==> config.mk <==
export PLATFORM = sky130hd
export DESIGN_NAME = ifu_pc_ctrl
export DESIGN_NICKNAME = d
export VERILOG_FILES = /design/src/rtl/ifu_pc_ctrl.sv
export SDC_FILE = /design/constraint.sdc
export NUM_CORES = 1
export LEC_CHECK = 0
export CORE_ASPECT_RATIO = 2
export CORE_MARGIN = 4
export CORE_UTILIZATION = 31
export DETAILED_ROUTE_END_ITERATION = 7
export PLACE_DENSITY_LB_ADDON = 0.15
export SYNTH_ARGS = -nofsm -noshare
export SYNTH_HDL_FRONTEND = slang
export SYNTH_SLANG_ARGS = --single-unit
==> constraint.sdc <==
create_clock -name clk -period 3.1 [get_ports clk]
set_input_delay 0.465 -clock clk [delete_from_list [all_inputs] [get_ports clk]]
set_output_delay 0.465 -clock clk [all_outputs]
set_load 0.02 [all_outputs]
==> src/rtl/ifu_pc_ctrl.sv <==
// ifu_pc_ctrl: fetch PC controller with delay-slot redirect, stall freeze and illegal-target flag.
// Define IFU_BRANCH_COUNT_EN to add the br_cnt / br_taken_cnt branch counters.
module ifu_pc_ctrl #(
  parameter logic [31:0] RESET_PC = 32'h0000_3000,
  parameter logic [31:0] IM_BASE  = 32'h0000_3000,
  parameter logic [31:0] IM_LIMIT = 32'h0000_6FFC
) (
  input  logic        clk,
  input  logic        reset,
  input  logic        stall,
  input  logic        br_valid,
  input  logic        br_taken,
  input  logic [15:0] br_imm,
  input  logic        j_valid,
  input  logic [25:0] j_index,
  input  logic        jr_valid,
  input  logic [31:0] jr_target,
  output logic [31:0] pc_f,
  output logic [31:0] pc_d,
  output logic        pc_err,
`ifdef IFU_BRANCH_COUNT_EN
  output logic [31:0] br_cnt,
  output logic [31:0] br_taken_cnt,
`endif
  output logic        redirect
);
  logic [31:0] npc;
  logic        bad;
  logic        br_go;
  assign br_go    = br_valid & br_taken;
  assign redirect = jr_valid | j_valid | br_go;
  // pc_f already points at the delay slot, so branch offsets are relative to it
  always_comb
    npc = jr_valid ? jr_target :
          j_valid  ? {pc_d[31:28], j_index, 2'b00} :
          br_go    ? pc_f + {{14{br_imm[15]}}, br_imm, 2'b00} :
                     pc_f + 32'd4;
  assign bad = (|npc[1:0]) | (npc < IM_BASE) | (npc > IM_LIMIT);
  always_ff @(posedge clk or negedge reset)
    if (!reset) begin
      pc_f   <= RESET_PC;
      pc_d   <= RESET_PC;
      pc_err <= 1'b0;
    end else if (!stall) begin
      pc_d   <= pc_f;
      pc_f   <= npc;
      pc_err <= bad;
    end
`ifdef IFU_BRANCH_COUNT_EN
  always_ff @(posedge clk or negedge reset)
    if (!reset) begin
      br_cnt       <= '0;
      br_taken_cnt <= '0;
    end else if (!stall) begin
      br_cnt       <= br_cnt + {31'd0, br_valid};
      br_taken_cnt <= br_taken_cnt + {31'd0, br_go};
    end
`endif
endmodule
==> results of run 1 <==
==> what timing repair did <==
| action | 4_1_cts | 5_1_grt |
|---|---|---|
| hold buffers | 0 | 0 |
| resized for setup | 55 | 23 |
| buffers inserted | 9 | 2 |
| setup endpoints to repair | 14 | 6 |
| pin swaps | 21 | 19 |
==> worst max-delay path by stage <==
stage	to	cells past startpoint	slack (ps)
final	pc_err	14	-190
after global routing	pc_err	16	-290
after CTS	pc_err	16	-240
after detailed placement	pc_err	16	-1120
after global placement	pc_err	16	-1090
after floorplan	pc_err	15	-20
==> cell type report <==
| type | count | area, sq um |
|---|---|---|
| Inverter | 18 | 67.6 |
| Sequential cell | 65 | 1630 |
| Fill cell | 1594 | 8180 |
| Multi-Input combinational cell | 488 | 3670 |
| Clock buffer | 11 | 243 |
| Clock inverter | 5 | 61.3 |
| Tap cell | 207 | 259 |
| Timing Repair Buffer | 296 | 2580 |
==> Yosys cell counts, drive strengths merged, types with 5 or more instances <==
cell type	count	area, sq um
a21o	10	75.1
nand4	9	56.3
a31oi	9	56.3
and3	21	134
o221ai	6	52.6
a21oi	34	178
nand2	72	270
xnor2	7	61.3
xor2	5	43.8
o211ai	12	90.1
buf	14	86.3
ha	17	213
mux2	31	353
o22a	5	43.8
o21ai	47	235
nor4	10	62.6
dfrtp	61	1530
clkbuf	33	125
o31ai	7	52.6
mux2i	13	130
nor3	18	113
nor2	39	146
nand3	19	108
a211oi	8	65.1
o22ai	5	37.5
or3	9	61.3
and2	5	31.3
inv	16	60.1
==> sequential cells by signal (all words and copies together), names as in the netlist <==
signal / count
pc_d: 32
pc_err: 1
pc_f: 32
==> stage by stage <==
stage,area [sq um],std cells,power [uW],utilization,hold slack [ps]
final,8510,1090,3920,0.510,193
after global routing,8510,1090,4100,0.510,251
after CTS,8380,1088,3910,0.503,204
after detailed placement,7810,1063,2760,0.468,475
after global placement,7810,1063,2750,0.468,471
after floorplan,5270,618,1850,-,169
==> power breakdown <==
| group | internal (uW) | switching (uW) | leakage (uW) |
|---|---|---|---|
| combinational | 846 | 896 | 0.00268 |
| clock | 651 | 421 | 0.000151 |
| sequential | 983 | 121 | 0.000778 |
==> logic make-up (layout without fill, tap and decap cells) <==
kind of cell	count (synthesis)	in the layout
XOR/XNOR	12	12
buffers and inverters	65	330
AND/OR/NAND/NOR	226	226
adder cells (fa/ha/maj)	18	18
multiplexers	44	44
AO/OA/AOI/OAI	188	188
flip-flops	65	65
==> cell usage in the layout (no fill, tap or decap), types with 14 or more instances in the layout <==
| cell type | instances |
|---|---|
| nand3_1 | 15 |
| a21oi_1 | 25 |
| dfrtp_1 | 61 |
| nand2_1 | 69 |
| buf_4 | 149 |
| nor2_1 | 38 |
| clkdlybuf4s50_1 | 135 |
| inv_1 | 14 |
| o21ai_0 | 40 |
| mux2_2 | 30 |
| nor3_1 | 15 |
==> metal layers <==
metal | track usage | vias up | share of wire
met5 | 0 | - | 0
met4 | 0.195 | 0 | 0.090
met3 | 0.0374 | 86 | 0.042
met2 | 0.525 | 237 | 0.56
met1 | 0.232 | 2968 | 0.31
li1 | - | 2830 | -
==> critical path: stages <==
cell             delay, ps
clkdlybuf4s50_1        420
and3_4                 170
ha_4                   280
and3_4                 200
and3_4                 220
o311ai_4               160
buf_4                  180
and3_2                 160
or3_4                  390
a211o_1                250
a2bb2oi_2              120
nand4_1                110
nor4_1                 280
a21oi_1                 70
==> out/metrics.cfg, run 1 <==
[global_routing]
track_usage = 0.266
grt-ovfl-total = 0
grt_pass1_vias = 6394
grt_pass1_wl_um = 37700
antenna_found_initial = 0
grt_max_degree = 55

[outcome]
status = finished with violations
violations = setup timing

[route]
vias = 6121
antenna_left = 0
wire_per_inst_um = 23.7
drc = 0
drt-total-wl_um = 25900
drt_pass1_iterations = 6
drt_iter0_drc = 264
avgViaCountPerCell = 5.62

[placement]
io_buffers = 146
place_congestion = 1.02
post-place-ws_ps = -1120
hpwl_um = 20900

[timing]
layout_min_cycle_time_ps = 3290
skew_ps = 11.3
worst_slack_ps = -191
final_max_slew_viol_count = 0
hold_viol = 0
max_freq_mhz = 304
setup_tns_ps = -191
worst_pin_slew_ps = 770
rsz0062_at_grt = true
fin_crit_sh = 1.06
setup_viol = 1
slew_headroom = 0.487

[layout]
drive_gt1_frac = 0.318
antennaDiodeCount = 0
syn_to_final_growth_pct = 62.6
nets = 977

[yosys]
syn_nets = 717
ys_types = 88
synth_adder_area_share = 0.0445
synth_compound_area_frac = 0.254
synth_edf_count = 0
syn-cell-area_sq_um = 5230
yosysWarnings = 0
synth_area_per_cell_sq_um = 8.46
synth_top_family_by_area = compound AO/OA/AOI/OAI gates
seq_area_frac_synth = 0.312
synth_simple_gate_area_frac = 0.224
syn_inst = 618
synth_mux_area_frac = 0.0923
synth-xor-area-share = 0.0201
synth_ff_type = dfrtp_1
ys_async_sr_fraction = 1.00
ys_ff_latch = 65

[floorplanning]
start_util = 0.314
fp.dieH_um = 192
die_area_sq_um = 19100
die_w_um = 99.9
num_rows = 67
ios = 147
core_sq_um = 16700

[run]
cap_violations = 0

[power_and_ir_drop]
powerDensity_nw_per_um2 = 460
p_leak_uw = 0.00361
ir_drop_mv = 0.290

[critical_path]
endpoint_kind = register
reg2reg_depth = 13
worstPathArrival_ps = 3480
worstSetupStartpointType = input port
r2r_slack_ps = -130
cp-startpoint = br_imm[8]
worstReg2RegEnd = pc_err
critPathRequiredTime_ps = 3290
r2r-start = pc_f[2]
worst-path-max-fanout = 5
crit_type = input port to register

[clocking]
cts_buffers = 9
cts_sinks = 65
cts_tree = done
clk_pin_slew_ps = 60
clockBufferDepth = 2
h-tree-depth = 3
cts-root-buf = clkbuf_16
clock_latency_ps = 340

[worst_hold_path]
hold_class = input port to asynchronous set/reset pin

Power figures use the tool's default switching activity.
==> run 2: changes to the inputs <==
--- a/config.mk
+++ b/config.mk
@@ -5,10 +5,12 @@
 export SDC_FILE = /design/constraint.sdc
 export NUM_CORES = 1
 export LEC_CHECK = 0
+export CAP_MARGIN = 10
 export CORE_ASPECT_RATIO = 2
 export CORE_MARGIN = 4
 export CORE_UTILIZATION = 31
 export DETAILED_ROUTE_END_ITERATION = 7
+export DONT_BUFFER_PORTS = 1
 export PLACE_DENSITY_LB_ADDON = 0.15
 export SYNTH_ARGS = -nofsm -noshare
 export SYNTH_HDL_FRONTEND = slang
==> run 2 against run 1 <==
The run ends with hold timing, setup timing left. Sequential power rose by 10%. Clock skew decreased by 3.5 ps. Total power shrank 8.8%. Clock power increased by 14%. Routed wire length down 8.9%. Hold slack worse by 200 ps. Largest power group is now clock.
==> out/metrics.cfg, run 2 (synthesis results as in run 1) <==
[global_routing]
track_usage = 0.243  ; was 0.266
grt_max_degree = 90  ; was 55
grt_pass1_wl_um = 34500  ; was 37700 um
grt-ovfl-total = 0  ; unchanged
antenna_found_initial = 2  ; was 0
grt_pass1_vias = 5597  ; was 6394

[timing]
setup_viol = 1  ; unchanged
worst_pin_slew_ps = 794  ; was 770 ps
final_max_slew_viol_count = 0  ; unchanged
max_freq_mhz = 318  ; was 304 MHz
slew_headroom = 0.467  ; was 0.487
setup_tns_ps = -41.2  ; was -191 ps
rsz0062_at_grt = true  ; unchanged
layout_min_cycle_time_ps = 3140  ; was 3290 ps
skew_ps = 7.83  ; was 11.3 ps
worst_slack_ps = -41.2  ; was -191 ps
fin_crit_sh = 1.01  ; was 1.06
hold_viol = 3  ; was 0
whs_ps = -5.71  ; was 193 ps

[worst_hold_path]
hold_class = input port to asynchronous set/reset pin  ; unchanged

[clocking]
cts-root-buf = clkbuf_16  ; unchanged
cts_buffers = 9  ; unchanged
clockBufferDepth = 2  ; unchanged
cts_sinks = 65  ; unchanged
h-tree-depth = 3  ; unchanged
clock_latency_ps = 340  ; about the same
clk_pin_slew_ps = 60  ; about the same
cts_tree = done  ; unchanged

[layout]
regArea_sq_um = 1630  ; unchanged
nets = 802  ; was 977
final_cell_mix = 120 x buf_4, 72 x nand2_1, 61 x dfrtp_1  ; was 149 x buf_4, 135 x clkdlybuf4s50_1, 69 x nand2_1
drive_gt1_frac = 0.302  ; was 0.318
num-fill-cells = 1719  ; was 1594
final_cells = 917  ; was 1090
final_cell_area_sq_um = 6660  ; was 8510 sq um
final_common_cell = buf_4  ; unchanged
syn_to_final_growth_pct = 27.4  ; was 62.6%
multiInputGateArea_sq_um = 3430  ; was 3670 sq um
reg_top3 = pc_d (32), pc_f (32), pc_err (1)  ; unchanged

[route]
vias = 5377  ; was 6121
avgViaCountPerCell = 5.86  ; was 5.62
drt_iter0_drc = 217  ; was 264
drt_pass1_iterations = 6  ; unchanged
antenna_left = 0  ; unchanged
drt-total-wl_um = 23600  ; was 25900 um
wire_per_inst_um = 25.7  ; was 23.7 um
drc = 0  ; unchanged

[floorplanning]
num_rows = 67  ; unchanged
core_sq_um = 16700  ; unchanged
die_w_um = 99.9  ; unchanged
die_area_sq_um = 19100  ; unchanged
start_util = 0.314  ; unchanged
fp.dieH_um = 192  ; unchanged
ios = 147  ; unchanged

[power_and_ir_drop]
power.switching_uw = 1300  ; was 1440 uW
seqPwrFrac = 0.340  ; was 0.282
p_comb_frac = 0.318  ; was 0.445
p_leak_uw = 0.00291  ; was 0.00361 uW
power_uw = 3570  ; was 3920 uW
power.internal_uw = 2270  ; was 2480 uW
ir_drop_mv = 0.294  ; was 0.290 mV
switching_share = 0.364  ; was 0.367
clockPowerShare = 0.342  ; was 0.274
powerDensity_nw_per_um2 = 536  ; was 460 nW/um^2

[outcome]
violations = hold timing, setup timing  ; was setup timing
status = finished with violations  ; unchanged

[critical_path]
endpoint_kind = register  ; unchanged
crit_type = register to register  ; was input port to register
worstSetupStartpointType = register  ; was input port
critPathRequiredTime_ps = 3320  ; was 3290 ps
worstPathArrival_ps = 3360  ; was 3480 ps
worst-path-max-fanout = 4  ; was 5
reg2reg_depth = 12  ; was 13

[placement]
dp_cells = 895  ; was 1063
io_buffers = 0  ; was 146
place_congestion = 0.931  ; was 1.02
post_dp_cell_area_sq_um = 6190  ; was 7810 sq um
hpwl_um = 18700  ; was 20900 um

[run]
cap_violations = 0  ; unchanged

-- run 2: cell types whose count changed in the layout (fill, tap and decap cells not counted), sizes merged --
cell           change
clkdlybuf4s50    -135
buf               -34
dlygate4sd2        -6
bufinv             +2
clkinv             -2
diode              +2
clkbuf             -1
clkinvlp           +1
-- run 2: power groups by stage --
stage          Clock, uW  Sequential (uW)  Combinational [uW]
6_report            1220             1210                1140
5_1_grt             1270             1220                1230
4_1_cts             1250             1220                1130
3_5_place_dp           0             1230                1090
3_3_place_gp           0             1230                1080
2_1_floorplan          0             1250                 608
-- run 2: final cells by class --
| class | instances | share of cell area |
|---|---|---|
| Multi-Input combinational cell | 488 | 0.514 |
| Sequential cell | 65 | 0.245 |
| Timing Repair Buffer | 121 | 0.139 |
| Tap cell | 207 | 0.0389 |
| Clock buffer | 10 | 0.0344 |
| Clock inverter | 6 | 0.0173 |
| Inverter | 18 | 0.0101 |
| Antenna cell | 2 | 0.000751 |
-- run 2: per-stage QoR --
step | util | setup WS (ps)
after floorplan | - | -22.8
after global placement | 0.371 | -397
after detailed placement | 0.371 | -372
after CTS | 0.396 | -6.34
after global routing | 0.399 | -203
final | 0.399 | -41.2
-- run 2: what timing repair did --
action / in CTS / in global routing
hold buffers: 1 / 0
pin swaps: 4 / 2
endpoints found under the hold margin: 65 / 0
resized for setup: 9 / 7
endpoints found under the setup margin: 1 / 4
setup buffers: 1 / 2
-- run 2: worst paths after layout --
kind / startpoint / end / slack (ps)
setup / recovery: pc_f[4] / pc_err / -40
hold / removal: reset / pc_d[11] / -6
setup reg to reg: pc_f[4] / pc_err / -40
hold reg to reg: pc_d[3] / pc_d[3] / 660
max in group asynchronous: reset / pc_f[13] / 2770
min in group clk: stall / pc_f[3] / 220
-- run 2: worst max-delay path: stages (launching register included) --
cell	delay [ps]
dfrtp_1	400
ha_1	350
o211ai_1	100
buf_4	160
nor3_4	300
o21ai_1	120
a41o_1	230
and4bb_2	290
a211oi_1	170
a2111oi_2	430
nand4_1	170
nor4_2	230
a21oi_1	70
-- run 2: per-layer routing --
layer | global-route usage | vias up | wire [um]
li1 | - | 2485 | -
met1 | 0.217 | 2595 | 7130
met2 | 0.478 | 232 | 13300
met3 | 0.0505 | 65 | 1480
met4 | 0.146 | 0 | 1700
met5 | 0 | - | 0
==> run 3: changes to the inputs <==
--- a/config.mk
+++ b/config.mk
@@ -11,6 +11,7 @@
 export CORE_UTILIZATION = 31
 export DETAILED_ROUTE_END_ITERATION = 7
 export DONT_BUFFER_PORTS = 1
+export HOLD_SLACK_MARGIN = 0.1
 export PLACE_DENSITY_LB_ADDON = 0.15
 export SYNTH_ARGS = -nofsm -noshare
 export SYNTH_HDL_FRONTEND = slang
==> run 3 against run 2 <==
Via count is 0.69% lower. The flow finishes with violations (setup timing). Largest cell class unchanged. Clock skew is 2.3 ps higher. First-iteration DRC count is 14% higher. Clock power hardly changed. Flip-flop and latch count stayed put. Combinational power hardly changed. Final cell count is 0.11% higher. Highest routed layer unchanged.
==> out/metrics.cfg, run 3 (synthesis results as in run 1) <==
[worst_hold_path]
hold_depth = 1
hold_class = input port to register  ; was input port to asynchronous set/reset pin

[clocking]
h-tree-depth = 3  ; unchanged
cts_tree = done  ; unchanged
cts_buffers = 9  ; unchanged
cts_sinks = 65  ; unchanged
clk_pin_slew_ps = 60  ; about the same
clock_latency_ps = 340  ; about the same
cts-root-buf = clkbuf_16  ; unchanged
clockBufferDepth = 2  ; unchanged

[critical_path]
crit_type = register to register  ; unchanged
worst-path-max-fanout = 4  ; unchanged
worstReg2RegEnd = pc_err  ; unchanged
worstSetupStartpointType = register  ; unchanged
crit_path_end = pc_err  ; unchanged
reg2reg_depth = 12  ; unchanged
critPathRequiredTime_ps = 3320  ; about the same
cp-startpoint = pc_f[4]  ; unchanged
worstPathArrival_ps = 3370  ; was 3360 ps
endpoint_kind = register  ; unchanged
r2r-start = pc_f[4]  ; unchanged
r2r_slack_ps = -50  ; was -40 ps

[timing]
setup_viol = 1  ; unchanged
hold_viol = 0  ; was 3
layout_min_cycle_time_ps = 3150  ; was 3140 ps
fin_crit_sh = 1.02  ; was 1.01
rsz0062_at_grt = true  ; unchanged
max_freq_mhz = 317  ; was 318 MHz
slew_headroom = 0.479  ; was 0.467
worst_slack_ps = -51.3  ; was -41.2 ps
final_max_slew_viol_count = 0  ; unchanged
worst_pin_slew_ps = 777  ; was 794 ps
skew_ps = 10.1  ; was 7.83 ps

[placement]
place_congestion = 0.931  ; unchanged
post-place-ws_ps = -372  ; unchanged
io_buffers = 0  ; unchanged
hpwl_um = 18700  ; unchanged
post_dp_cell_area_sq_um = 6190  ; unchanged

[global_routing]
track_usage = 0.243  ; about the same
antenna_found_initial = 2  ; unchanged
grt_max_degree = 90  ; unchanged
grt_pass1_vias = 5597  ; unchanged
grt_pass1_wl_um = 34500  ; about the same
grt-ovfl-total = 0  ; unchanged

[route]
met1_length_um = 7110  ; was 7130 um
drt-total-wl_um = 23500  ; was 23600 um
avgViaCountPerCell = 5.82  ; was 5.86
vias = 5340  ; was 5377
top_layer = met4  ; unchanged
drt_pass1_iterations = 7  ; was 6
dr_wl_met2_um = 13300  ; about the same
wire_per_inst_um = 25.6  ; was 25.7 um
drt_iter0_drc = 247  ; was 217
met3_length_um = 1440  ; was 1480 um
antenna_left = 0  ; unchanged
drc = 0  ; unchanged

[layout]
final_cell_area_sq_um = 6670  ; was 6660 sq um
nets = 803  ; was 802
reg_top3 = pc_d (32), pc_f (32), pc_err (1)  ; unchanged
drive_gt1_frac = 0.302  ; about the same
post-route-util = 0.400  ; was 0.399
syn_to_final_growth_pct = 27.6  ; was 27.4%
final_common_cell = buf_4  ; unchanged
final_cell_mix = 120 x buf_4, 72 x nand2_1, 61 x dfrtp_1  ; unchanged

[power_and_ir_drop]
switching_share = 0.364  ; about the same
p_comb_frac = 0.318  ; about the same
powerDensity_nw_per_um2 = 535  ; was 536 nW/um^2
power.internal_uw = 2270  ; about the same
p_leak_uw = 0.00291  ; about the same
seqPwrFrac = 0.339  ; was 0.340
clockPowerShare = 0.342  ; about the same
ir_drop_mv = 0.294  ; about the same
power.switching_uw = 1300  ; about the same

[outcome]
violations = setup timing  ; was hold timing, setup timing
status = finished with violations  ; unchanged

[floorplanning]
fp.dieH_um = 192  ; unchanged
die_area_sq_um = 19100  ; unchanged
core_sq_um = 16700  ; unchanged
num_rows = 67  ; unchanged
die_w_um = 99.9  ; unchanged
ios = 147  ; unchanged
start_util = 0.314  ; unchanged

[run]
cap_violations = 0  ; unchanged

## run 3: what timing repair did
item | CTS | global route
setup buffers | 1 | 2
hold buffers | 2 | 0
resized for setup | 9 | 7
endpoints found under the hold margin | 65 | 0
pin swaps | 4 | 2
endpoints found under the setup margin | 1 | 4
## run 3: final cells by class
class                           instances  area (sq um)
Sequential cell                        65          1630
Fill cell                            1718         10000
Timing Repair Buffer                  122           938
Multi-Input combinational cell        488          3430
Clock inverter                          6           115
Inverter                               18          67.6
Antenna cell                            2          5.00
Tap cell                              207           259
Clock buffer                           10           229
## run 3: worst min path at each step
stage	from	to	slack, ps
2_1_floorplan	reset	pc_d[0]	170
3_3_place_gp	reset	pc_f[11]	170
3_5_place_dp	reset	pc_d[4]	170
4_1_cts	stall	pc_f[12]	210
5_1_grt	stall	pc_f[3]	220
6_report	stall	pc_f[3]	220
## run 3: critical path, stage by stage, from the launching register on
cell       delay [ps]
dfrtp_1           400
ha_1              350
o211ai_1          100
buf_4             160
nor3_4            310
o21ai_1           130
a41o_1            230
and4bb_2          290
a211oi_1          170
a2111oi_2         430
nand4_1           170
nor4_2            230
a21oi_1            70
## run 3: through the flow
step,total power [uW],instances,setup TNS (ps),hold WS [ps]
CTS,3600,914,-6.34,206
finish,3570,918,-51.3,222
floorplan,1850,618,-22.8,169
detailed placement,2330,895,-993,172
global placement,2310,895,-915,172
global route,3730,918,-218,219
## run 3: power by group through the flow
stage	logic [uW]	clock network (uW)	registers, uW
global placement	1080	0	1230
CTS	1130	1250	1220
finish	1140	1220	1210
global route	1230	1270	1220
detailed placement	1090	0	1230
floorplan	608	0	1250
## run 3: layer usage
metal / vias to the layer above / track usage
li1: 2492 / -
met3: 62 / 0.0502
met5: - / 0
met1: 2565 / 0.217
met2: 221 / 0.477
met4: 0 / 0.147
==> RTL edit, RTL diff (flow settings as in run 3) <==
Add a define of `IFU_BRANCH_COUNT_EN`.
--- a/src/rtl/ifu_pc_ctrl.sv
+++ b/src/rtl/ifu_pc_ctrl.sv
@@ -1,5 +1,7 @@
 // ifu_pc_ctrl: fetch PC controller with delay-slot redirect, stall freeze and illegal-target flag.
 // Define IFU_BRANCH_COUNT_EN to add the br_cnt / br_taken_cnt branch counters.
+`define IFU_BRANCH_COUNT_EN
+
 module ifu_pc_ctrl #(
   parameter logic [31:0] RESET_PC = 32'h0000_3000,
   parameter logic [31:0] IM_BASE  = 32'h0000_3000,
Check against the original RTL (old outputs only; new: br_cnt and br_taken_cnt): equivalent (Yosys induction, for registers that start in step).
==> RTL edit against run 3 <==
- sequential cell count is 64 higher
- critical path depth is 2 higher
- worst setup slack worse by 6.0 ps
- sequential power is 90% higher
- final area is 48% higher
- maximum frequency is 0.19% lower
- area after synthesis is 47% higher
- first-iteration DRC count is 17% higher
- the run ends with negative hold slack, negative setup slack left
- worst hold slack worse by 500 ps
- highest routed layer unchanged
- wire length is 21% higher
- total power is 55% higher
- sequential share of layout area is 8.2 points higher
- count of clock-buffer cells in the layout is 10 higher
==> RTL edit: results (changes against run 3) <==
Status
  – Run status: finished, violations left
  – Failing checks: negative hold slack, negative setup slack

Synthesis
  – Xor/xnor share of the synthesized area: 10.11% (+8.1 points)
  – Compound-Gate Fraction of Synth Area: 14.96% (-10 points)
  – Mapped Nets: 915 (+28%)
  – Mux contribution to synthesized area: 6.829% (-2.4 points)
  – Synth cell types: 75 (-15%)
  – Fraction of registers with async set/reset: 100.0% (unchanged)
  – Post-synth top cells: dfrtp_1, nand2_1, xnor2_1
  – Top post-synthesis cells by area: dfrtp_1, xnor2_1, mux2_2
  – Synth Area in Adders: 3.925% (-0.52 points)

Global route
  – Total Routing Usage GR: 20.67% (-3.6 points)
  – Largest net degree at the start of global routing: 130 (+44%)
  – Vias in the first global route: 7068 (+26%)
  – First-pass GRT wire length: 42750 um (+24%)

Setup path
  – Reg2Reg Depth: 14 (+2)
  – Worst path slowest cell: dfrtp_1
  – WP data arrival: 3450 ps (+80 ps)

Routing
  – Detailed Route WL: 28370 um (+21%)
  – Iter 0 DRT Violations: 288 (+17%)
  – DR vias: 6727 (+26%)

Power
  – Combinational power: 0.00129 W (+13%)
  – Seq pwr share: 41.5% (+7.6 points)
  – Sw Share: 33.97% (-2.4 points)
  – VDD IR max: 283.2 uV (-3.7%)

Place
  – DP HPWL: 21960 um (+17%)
  – Gpl congestion: 0.9210 (-1.1%)
  – Setup WS pre-CTS: -556.6 ps (-185.1 ps)

Timing
  – Final worst slack: -57.34 ps (-6.048 ps)
  – Final hold vios: 129 (+129)
  – Clk_skew: 14.23 ps (+4.118 ps)
  – Final setup fails: 1 (unchanged)
  – Hold_ws: -282.7 ps (-504.7 ps)
  – TNS Setup: -57.34 ps (-6.048 ps)
  – Slew headroom: 68.04% (+20 points)

CTS
  – Post_cts resized: 11 (+2)
  – Post-CTS Hold Fix Bufs: 1 (-1)
  – CTS H-tree depth: 4 (+1)
  – TritonCTS Buffers: 17 (+8)
  – Worst skew pair latency: 450 ps (+110 ps)

Cells and area
  – Nets: 1043 (+30%)
  – Antenna cell count: 0 (-2)
  – Layout cell share with drive strength beyond 1: 28.36% (-1.8 points)
[RTL edit: cell types whose count changed in the layout (fill, tap and decap cells not counted), moves of 15 or more]
cell | run 3 | this run
buf_4 | 120 | 145
dfrtp_1 | 61 | 125
nand2_1 | 72 | 90
nand3_1 | 17 | 32
xnor2_1 | 7 | 64
xor2_1 | 5 | 24
[RTL edit: cell type report]
type	instances	area, sq um
clock buffers	20	466.7
clock inverters	11	105.1
fillers	2536	14620
inverters	24	90.09
multi-input cells	619	4459
flip-flops and latches	129	3233
well taps	332	415.4
repair buffers	149	1132
[RTL edit: worst max-delay path, delay by kind of cell, from the launching register on]
family | cells | cell delay, ps
xor+xnor | 2 | 330
flops | 1 | 380
compound gates | 7 | 1280
fa+ha+maj | 1 | 310
simple gates | 1 | 260
buf+inv | 3 | 460
[RTL edit: through the flow]
stage,cell area [sq um],std cells,total power [W]
floorplan,7799,812,0.003021
global placement,9032,1247,0.003569
detailed placement,9032,1247,0.003576
CTS,9672,1281,0.005597
global route,9902,1284,0.005850
finish,9902,1284,0.005551
[RTL edit: final timing paths]
| path | to | start | slack [ps] |
|---|---|---|---|
| max | pc_err | pc_f[8] | -60 |
| min | pc_d[1] | reset | -280 |
| max reg2reg | pc_err | pc_f[8] | -60 |
| min reg2reg | br_cnt[31] | br_cnt[31] | 620 |
| max in group asynchronous | pc_d[13] | reset | 3130 |
| min in group clk | pc_f[5] | stall | 130 |
[RTL edit: layer usage]
| layer | vias to the layer above | global-route usage, % | share of wire (%) |
|---|---|---|---|
| met1 | 3246 | 19.25 | 32 |
| li1 | 3189 | - | - |
| met4 | 0 | 11.44 | 5.4 |
| met5 | - | 0 | 0 |
| met3 | 63 | 6.178 | 6.4 |
| met2 | 229 | 39.36 | 56 |
